File: config.mk
export PLATFORM = sky130hd
export DESIGN_NAME = hazard_controller_flat
export DESIGN_NICKNAME = d
export VERILOG_FILES = /design/src/rtl/hazard_controller_if.sv /design/src/rtl/hazard_controller.sv /design/src/flat_wrapper.sv
export SDC_FILE = /design/constraint.sdc
export NUM_CORES = 1
export LEC_CHECK = 0
export CORE_MARGIN = 4
export CORE_UTILIZATION = 45
export CTS_BUF_LIST = sky130_fd_sc_hd__clkbuf_4
export CTS_CLUSTER_SIZE = 16
export DETAILED_ROUTE_END_ITERATION = 6
export GPL_TIMING_DRIVEN = 0
export HOLD_SLACK_MARGIN = 0.03
export PLACE_DENSITY = 0.9
export SLEW_MARGIN = 20
export SYNTH_ARGS = -nofsm -noshare
export SYNTH_HDL_FRONTEND = slang
export SYNTH_SLANG_ARGS = --single-unit
File: constraint.sdc
create_clock -name Clock_i -period 2.4 [get_ports Clock_i]
set_clock_uncertainty 0.2 [all_clocks]
set_input_delay 0.36 -clock Clock_i [delete_from_list [all_inputs] [get_ports Clock_i]]
set_output_delay 0.36 -clock Clock_i [all_outputs]
set_load 0.01 [all_outputs]
File: src/rtl/hazard_controller_if.sv
// Hazard-control bundle between the ID-stage pipeline and hazard_controller.
// master = the controller (drives PC/IF_ID/ID_EX controls); slave = the pipeline side.
interface hazard_controller_if #(
  parameter int PERF_W = 16
);
  logic              IDEX_MemRead_i;
  logic [4:0]        IDEX_RegRt_i;
  logic [4:0]        IFID_RegRs_i;
  logic [4:0]        IFID_RegRt_i;
  logic              Branch_taken_i;
  logic              MulDiv_i;
  logic              PCWrite_o;
  logic              IFIDWrite_o;
  logic              IFIDFlush_o;
  logic              IDEXBubble_o;
  logic              MulDivBusy_o;
  logic [PERF_W-1:0] StallCnt_o;

  modport master (
    input  IDEX_MemRead_i, IDEX_RegRt_i, IFID_RegRs_i, IFID_RegRt_i,
           Branch_taken_i, MulDiv_i,
    output PCWrite_o, IFIDWrite_o, IFIDFlush_o, IDEXBubble_o,
           MulDivBusy_o, StallCnt_o
  );

  modport slave (
    output IDEX_MemRead_i, IDEX_RegRt_i, IFID_RegRs_i, IFID_RegRt_i,
           Branch_taken_i, MulDiv_i,
    input  PCWrite_o, IFIDWrite_o, IFIDFlush_o, IDEXBubble_o,
           MulDivBusy_o, StallCnt_o
  );
endinterface

File: src/rtl/hazard_controller.sv
// Load-use / branch-flush / mul-div stall sequencer for the 5-stage core.
// Define MULDIV_STALL_EN to compile in the MD_BUSY freeze; otherwise mul/div never stalls.
module hazard_controller #(
  parameter int MULDIV_LAT = 4,
  parameter int CNT_W      = 3,
  parameter int PERF_W     = 16
) (
  input  logic                Clock_i,
  input  logic                Reset_n_i,
  hazard_controller_if.master hc
);

  logic              hz;
  logic              pc_write;
  logic              ifid_write;
  logic              ifid_flush;
  logic              idex_bubble;
  logic              md_busy;
  logic [PERF_W-1:0] stall_cnt_d, stall_cnt_q;

  assign hz = hc.IDEX_MemRead_i && (hc.IDEX_RegRt_i != 5'd0) &&
              ((hc.IDEX_RegRt_i == hc.IFID_RegRs_i) ||
               (hc.IDEX_RegRt_i == hc.IFID_RegRt_i));

`ifdef MULDIV_STALL_EN
  typedef enum logic {RUN, MD_BUSY} state_t;

  state_t             state_d, state_q;
  logic [CNT_W-1:0]   cnt_d, cnt_q;

  // NOTE: every always_comb output gets a default first so no path can infer a latch.
  always_comb begin
    pc_write    = 1'b1;
    ifid_write  = 1'b1;
    ifid_flush  = 1'b0;
    idex_bubble = 1'b0;
    md_busy     = 1'b0;
    state_d     = state_q;
    cnt_d       = cnt_q;

    if (!Reset_n_i) begin
      pc_write    = 1'b0;
      ifid_write  = 1'b0;
      idex_bubble = 1'b1;
    end else if (state_q == MD_BUSY) begin
      pc_write    = 1'b0;
      ifid_write  = 1'b0;
      idex_bubble = 1'b1;
      md_busy     = 1'b1;
      if (cnt_q == '0) state_d = RUN;
      else             cnt_d   = cnt_q - CNT_W'(1);
    end else if (hz) begin
      pc_write    = 1'b0;
      ifid_write  = 1'b0;
      idex_bubble = 1'b1;
    end else if (hc.Branch_taken_i) begin
      ifid_flush  = 1'b1;
    end else if (hc.MulDiv_i) begin
      // The issue cycle itself runs normally; MD_BUSY covers the remaining LAT-1 cycles.
      state_d     = MD_BUSY;
      cnt_d       = CNT_W'(MULDIV_LAT - 2);
    end
  end

  // NOTE: sequential state uses non-blocking assignments so all flops update together.
  always_ff @(posedge Clock_i) begin
    if (!Reset_n_i) begin
      state_q <= RUN;
      cnt_q   <= '0;
    end else begin
      state_q <= state_d;
      cnt_q   <= cnt_d;
    end
  end
`else
  logic unused_muldiv;
  localparam int unused_cfg = MULDIV_LAT + CNT_W;
  assign unused_muldiv = hc.MulDiv_i;

  always_comb begin
    pc_write    = 1'b1;
    ifid_write  = 1'b1;
    ifid_flush  = 1'b0;
    idex_bubble = 1'b0;
    md_busy     = 1'b0;
    if (!Reset_n_i || hz) begin
      pc_write    = 1'b0;
      ifid_write  = 1'b0;
      idex_bubble = 1'b1;
    end else if (hc.Branch_taken_i) begin
      ifid_flush  = 1'b1;
    end
  end
`endif

  // Saturating perf counter: holds at all-ones rather than wrapping.
  always_comb begin
    stall_cnt_d = stall_cnt_q;
    if (!pc_write && (stall_cnt_q != '1)) stall_cnt_d = stall_cnt_q + PERF_W'(1);
  end

  always_ff @(posedge Clock_i) begin
    if (!Reset_n_i) stall_cnt_q <= '0;
    else            stall_cnt_q <= stall_cnt_d;
  end

  assign hc.PCWrite_o    = pc_write;
  assign hc.IFIDWrite_o  = ifid_write;
  assign hc.IFIDFlush_o  = ifid_flush;
  assign hc.IDEXBubble_o = idex_bubble;
  assign hc.MulDivBusy_o = md_busy;
  assign hc.StallCnt_o   = stall_cnt_q;

endmodule

File: src/flat_wrapper.sv
// flat-port wrapper written by rule: the top's interface ports become plain ports
module hazard_controller_flat 
#(
  parameter int MULDIV_LAT = 4,
  parameter int CNT_W      = 3,
  parameter int PERF_W     = 16
)
  (Clock_i, Reset_n_i, hc_IDEX_MemRead_i, hc_IDEX_RegRt_i, hc_IFID_RegRs_i, hc_IFID_RegRt_i, hc_Branch_taken_i, hc_MulDiv_i, hc_PCWrite_o, hc_IFIDWrite_o, hc_IFIDFlush_o, hc_IDEXBubble_o, hc_MulDivBusy_o, hc_StallCnt_o);
  hazard_controller_if #(.PERF_W(PERF_W)) hc_i ();
  input  logic Clock_i;
  input  logic Reset_n_i;
  input wire logic [$bits(hc_i.IDEX_MemRead_i)-1:0] hc_IDEX_MemRead_i;
  input wire logic [$bits(hc_i.IDEX_RegRt_i)-1:0] hc_IDEX_RegRt_i;
  input wire logic [$bits(hc_i.IFID_RegRs_i)-1:0] hc_IFID_RegRs_i;
  input wire logic [$bits(hc_i.IFID_RegRt_i)-1:0] hc_IFID_RegRt_i;
  input wire logic [$bits(hc_i.Branch_taken_i)-1:0] hc_Branch_taken_i;
  input wire logic [$bits(hc_i.MulDiv_i)-1:0] hc_MulDiv_i;
  output wire logic [$bits(hc_i.PCWrite_o)-1:0] hc_PCWrite_o;
  output wire logic [$bits(hc_i.IFIDWrite_o)-1:0] hc_IFIDWrite_o;
  output wire logic [$bits(hc_i.IFIDFlush_o)-1:0] hc_IFIDFlush_o;
  output wire logic [$bits(hc_i.IDEXBubble_o)-1:0] hc_IDEXBubble_o;
  output wire logic [$bits(hc_i.MulDivBusy_o)-1:0] hc_MulDivBusy_o;
  output wire logic [$bits(hc_i.StallCnt_o)-1:0] hc_StallCnt_o;
  assign hc_i.IDEX_MemRead_i = hc_IDEX_MemRead_i;
  assign hc_i.IDEX_RegRt_i = hc_IDEX_RegRt_i;
  assign hc_i.IFID_RegRs_i = hc_IFID_RegRs_i;
  assign hc_i.IFID_RegRt_i = hc_IFID_RegRt_i;
  assign hc_i.Branch_taken_i = hc_Branch_taken_i;
  assign hc_i.MulDiv_i = hc_MulDiv_i;
  assign hc_PCWrite_o = hc_i.PCWrite_o;
  assign hc_IFIDWrite_o = hc_i.IFIDWrite_o;
  assign hc_IFIDFlush_o = hc_i.IFIDFlush_o;
  assign hc_IDEXBubble_o = hc_i.IDEXBubble_o;
  assign hc_MulDivBusy_o = hc_i.MulDivBusy_o;
  assign hc_StallCnt_o = hc_i.StallCnt_o;
  hazard_controller #(.MULDIV_LAT(MULDIV_LAT), .CNT_W(CNT_W), .PERF_W(PERF_W)) u_core (.Clock_i(Clock_i), .Reset_n_i(Reset_n_i), .hc(hc_i));
endmodule
* Word-level counts from Yosys, hierarchy flattened
Index checks and enable logic that the tools add are counted. W data, S select, Z words.
Storage, ports and cells: register bits after elaboration 16, input port bits 20, output and inout bits 21, logic and storage cells 16
Operators by class: add/subtract/negate cells 1, equality and inequality tests 3, muxes and demuxes 4, reductions and logical operators 7
Operator list (number):
- $add A16 B1 Y16 const B | 1
- $ne A16 B16 Y1 const B | 1
- $eq A5 B5 Y1 | 2
- $reduce_bool A5 Y1 | 1
- $mux W1 | 4
- $logic_and A1 B1 Y1 | 3
- $logic_or A1 B1 Y1 | 2
- $logic_not A1 Y1 | 1

* Logic depth before layout (Yosys ltp)
word-level depth 5, gate-level depth with buffers 7

* Least setup slack after synthesis
OpenSTA, ideal clock, no wires.
kind input-to-output, from input hc_IDEX_RegRt_i[3], to output hc_PCWrite_o, arrival time 1.707 ns, slack 0.133 ns, stages on the path 7, buffers on the path 2, cell sequence xor2_1 > nor3_2 > a22oi_2 > buf_6 > o21ai_0 > inv_1 > buf_4
On the way: cells in the longest elaborated chain, start to end 5, elaborated cells on any way between the ends 8
Ends and longest elaborated chain:
- from (decl) | RTL line flat_wrapper.sv:13 | input wire logic [$bits(hc_i.IDEX_RegRt_i)-1:0] hc_IDEX_RegRt_i;
- $eq A5 B5 Y1, or another cell as far along | RTL line hazard_controller.sv:22 | ((hc.IDEX_RegRt_i == hc.IFID_RegRs_i) ||
- $logic_or A1 B1 Y1 / $logic_and A1 B1 Y1 (equally long branches) | RTL line hazard_controller.sv:22, hazard_controller.sv:21
- $logic_and A1 B1 Y1 (*) | RTL line hazard_controller.sv:21 | assign hz = hc.IDEX_MemRead_i && (hc.IDEX_RegRt_i != 5'd0) &&
- $logic_or A1 B1 Y1 (*) | RTL line hazard_controller.sv:86 | if (!Reset_n_i || hz) begin
- $mux W1 (*)
- to (decl) | RTL line flat_wrapper.sv:18 | output wire logic [$bits(hc_i.PCWrite_o)-1:0] hc_PCWrite_o;
Every way passes the cells marked *; elsewhere a longest branch is shown, timed or not.

* Worst setup path after layout
from input hc_IDEX_RegRt_i[0], to output hc_IDEXBubble_o
On the way: cells in the longest elaborated chain, start to end 5, elaborated cells on any way between the ends 8
Ends and longest elaborated chain:
- $eq A5 B5 Y1, or another cell as far along | RTL line hazard_controller.sv:22
- $logic_or A1 B1 Y1 / $logic_and A1 B1 Y1 (equally long branches) | RTL line hazard_controller.sv:22, hazard_controller.sv:21
- $logic_and A1 B1 Y1 (*) | RTL line hazard_controller.sv:21
- $logic_or A1 B1 Y1 (*) | RTL line hazard_controller.sv:86
- $mux W1 (*) | RTL line hazard_controller.sv:86
- to (decl) | RTL line flat_wrapper.sv:21 | output wire logic [$bits(hc_i.IDEXBubble_o)-1:0] hc_IDEXBubble_o;
Marked as above.

==> impl_metrics.csv <==
group,metric,value,unit
timing,finalHoldViolCount,0,
logic_synthesis,yosysWarningCount,0,
critical_path,critPathKind,"in -> out",
power_and_ir_drop,p_clk_frac,0.283,
die,rows,17,
timing,slew_violations,0,
routing,wl_per_cell,16.00,microns
timing,setup_slack,0.04114,ns
power_and_ir_drop,swShare,0.2810,
die,die_area,3166,sq um
global_routing,grt_max_degree,11,
cts,clk_pin_slew,0.09,ns
global_routing,grt_pass1_wl,5064,microns
power_and_ir_drop,seq_power_share,0.510,
power_and_ir_drop,p_comb_frac,0.207,
timing,fin_crit_sh,0.9829,
placed_design,place_hpwl,2254,microns
routing,vias,1158,
layout,largest_register_ffs,16,
placed_design,pre_cts_ws,-0.8825,ns
die,boundaryPins,41,
critical_path,worstSetupEndpointType,"output port",
cts,cts_root_buf,"clkbuf_4",
die,start_util,0.4740,
logic_synthesis,synth.avg_cell_area,8.191,sq um
routing,drc,0,
cts,cts_hold_buf,0,
cts,htreeDepth,1,
global_routing,antenna_found_initial,0,
logic_synthesis,yosysTopAreaCellShare,0.3055,
global_routing,grt_usage,0.1980,
critical_path,crit_path_start_kind,"primary input",
layout,area_delta_synth_final,44.15,%
global_routing,grt_pass1_vias,1128,
timing,rsz0062_at_grt,"false",
logic_synthesis,ys_seq_area_frac,0.3055,
routing,dr.pass1.iters,4,
cts,worstSkewPairLatency,0.30,ns
power_and_ir_drop,powerDensity,346.7,nW/um^2
global_routing,gr-total-overflow,0,
critical_path,cp.required,1.84,ns
layout,fin_nets,194,
routing,wirelength,3200,microns
timing,setup_viol,0,
power_and_ir_drop,total_power,524.0,uW
critical_path,crit_arrival,1.80,ns
power_and_ir_drop,ir_drop,0.0003353,V
logic_synthesis,ys_types,31,
logic_synthesis,yosys.area.top_type,"dfxtp_1",
power_and_ir_drop,power.switching,147.2,uW
routing,ant_nets,0,
cts,cts_num_sinks,16,
timing,worst_pin_slew,0.4899,ns
power_and_ir_drop,total_leakage_power,0.0005563,uW
routing,drtIter0Drc,43,
die,core,2212,sq um
job,cap_violations,0,
timing,fin_crit,2.359,ns
run_status,status,"finished, final reports clean",
placed_design,place_congestion,0.9090,
logic_synthesis,syn_nets,149,
power_and_ir_drop,p_int,376.8,uW
timing,max_slew_margin,0.6688,
layout,drive_above_1_share,0.1395,
cts,cts_buffers,3,
cts,cts_tree,"done",
logic_synthesis,synth_area_leaders,"dfxtp_1 31%, xor2_1 8.4%, or4_1 6.4%",
die,die_x,56.27,microns
routing,vias_per_cell,5.790,
critical_path,cp_max_fo,3,
die,die_height,56.27,microns
logic_synthesis,synth.cell_area,1049,sq um
cts,clk_path_buf_depth,2,
logic_synthesis,ys_ff_latch,16,
logic_synthesis,syn_inst,128,
timing,timing.fmax,423.9,MHz
layout,antennaDiodeCount,0,
hold_path,min_path_type,"reg -> reg",
placed_design,io_buffers,38,
## worst max-delay path: stages
cell	delay (ns)
dlygate4sd2_1	0.29
or4_4	0.56
o21ai_2	0.22
o21ai_4	0.09
buf_4	0.15
buf_2	0.13
## metal layers
layer / vias up / share of wire / GRT usage
li1: 562 / - / -
met1: 532 / 0.43 / 0.2372
met2: 55 / 0.49 / 0.3456
met3: 9 / 0.063 / 0.04138
met4: 0 / 0.020 / 0.07119
met5: - / 0 / 0
## metrics by stage
stage / std cells / instance area, sq um / setup TNS, ns / util / hold WS (ns)
6_report: 200 / 1511 / 0 / 0.6833 / 0.2930
5_1_grt: 200 / 1511 / 0 / 0.6833 / 0.3228
2_1_floorplan: 128 / 1049 / 0 / - / 0.2992
4_1_cts: 200 / 1496 / 0 / 0.6765 / 0.2939
3_5_place_dp: 194 / 1464 / -4.863 / 0.6618 / 0.2803
3_3_place_gp: 194 / 1464 / -3.512 / 0.6618 / 0.2697
## layout by cell type, fill, tap and decap left out, types with 2 or more instances in the layout
cell / Yosys / layout
or3_1: 4 / 4
o21ai_0: 4 / 2
xor2_1: 10 / 10
nor3_2: 2 / 2
dfxtp_1: 16 / 16
clkbuf_4: 0 / 3
dlygate4sd2_1: 0 / 8
nand4_1: 6 / 6
mux2i_1: 6 / 6
clkinv_1: 1 / 2
nor3_1: 2 / 2
clkdlybuf4s50_1: 0 / 20
o21ai_4: 1 / 2
nand2b_1: 5 / 5
nor2_1: 6 / 5
buf_4: 2 / 6
dlymetal6s2s_1: 0 / 6
buf_2: 1 / 4
and4_1: 2 / 2
nand3_1: 4 / 4
or4_1: 9 / 8
a21oi_1: 10 / 10
inv_1: 3 / 2
nand2_1: 15 / 15
o31ai_1: 8 / 8
## logic make-up after synthesis
kind of cell             share of synthesized area
AO/OA/AOI/OAI                               0.1659
XOR/XNOR                                   0.08353
adder cells (fa/ha/maj)                    0.01193
buffers and inverters                      0.05845
flip-flops                                  0.3055
multiplexers                               0.05728
other                                     0.003577
AND/OR/NAND/NOR                             0.3138
## synthesized netlist by cell type
master and n:
a21oi_1 10, a22oi_2 1, and3_1 1, and4_1 2, buf_2 1, buf_4 2
buf_6 2, clkbuf_1 1, clkinv_1 1, conb_1 1, dfxtp_1 16, ha_1 1
inv_1 3, mux2i_1 6, nand2_1 15, nand2b_1 5, nand3_1 4, nand4_1 6
nor2_1 6, nor3_1 2, nor3_2 2, nor4_1 1, nor4b_1 1, o211ai_1 1
o21a_1 1, o21ai_0 4, o21ai_4 1, o31ai_1 8, or3_1 4, or4_1 9
xor2_1 10
## path summary, 6_finish.rpt
path                                             start  cells past startpoint  slack (ns)                                    end
hold / removal    u_core.hc.StallCnt_o[4]$_SDFFE_PN0P_                      2        0.29   u_core.hc.StallCnt_o[4]$_SDFFE_PN0P_
setup / recovery                    hc_IDEX_RegRt_i[0]                      6        0.04                        hc_IDEXBubble_o
setup reg to reg  u_core.hc.StallCnt_o[0]$_SDFFE_PN0P_                      5        0.37  u_core.hc.StallCnt_o[10]$_SDFFE_PN0P_
hold reg to reg   u_core.hc.StallCnt_o[4]$_SDFFE_PN0P_                      2        0.29   u_core.hc.StallCnt_o[4]$_SDFFE_PN0P_
## what timing repair did
action,CTS,global route
endpoints found under the hold margin,0,0
endpoints found under the setup margin,4,2
gates cloned,0,0
buffers inserted,2,1
pin swaps,5,5
resized for setup,32,9
## layout make-up
cell class	instances	area (sq um)
inverter	4	15.01
clock buffer	3	22.52
buffer	5	36.28
multi-input combinational	102	688.2
fill	185	700.7
timing repair buffer	41	390.4
tap	28	35.03
clock inverter	1	3.754
sequential	16	320.3
## power by group through the flow
stage / Clock, uW / Combinational, uW / Sequential, uW
after floorplan: 0 / 50.3 / 274
after global placement: 0 / 104 / 273
after detailed placement: 0 / 108 / 273
after CTS: 151 / 109 / 267
after global routing: 161 / 116 / 268
final: 148 / 108 / 267
Note: power is estimated with default switching activity, not from simulation.
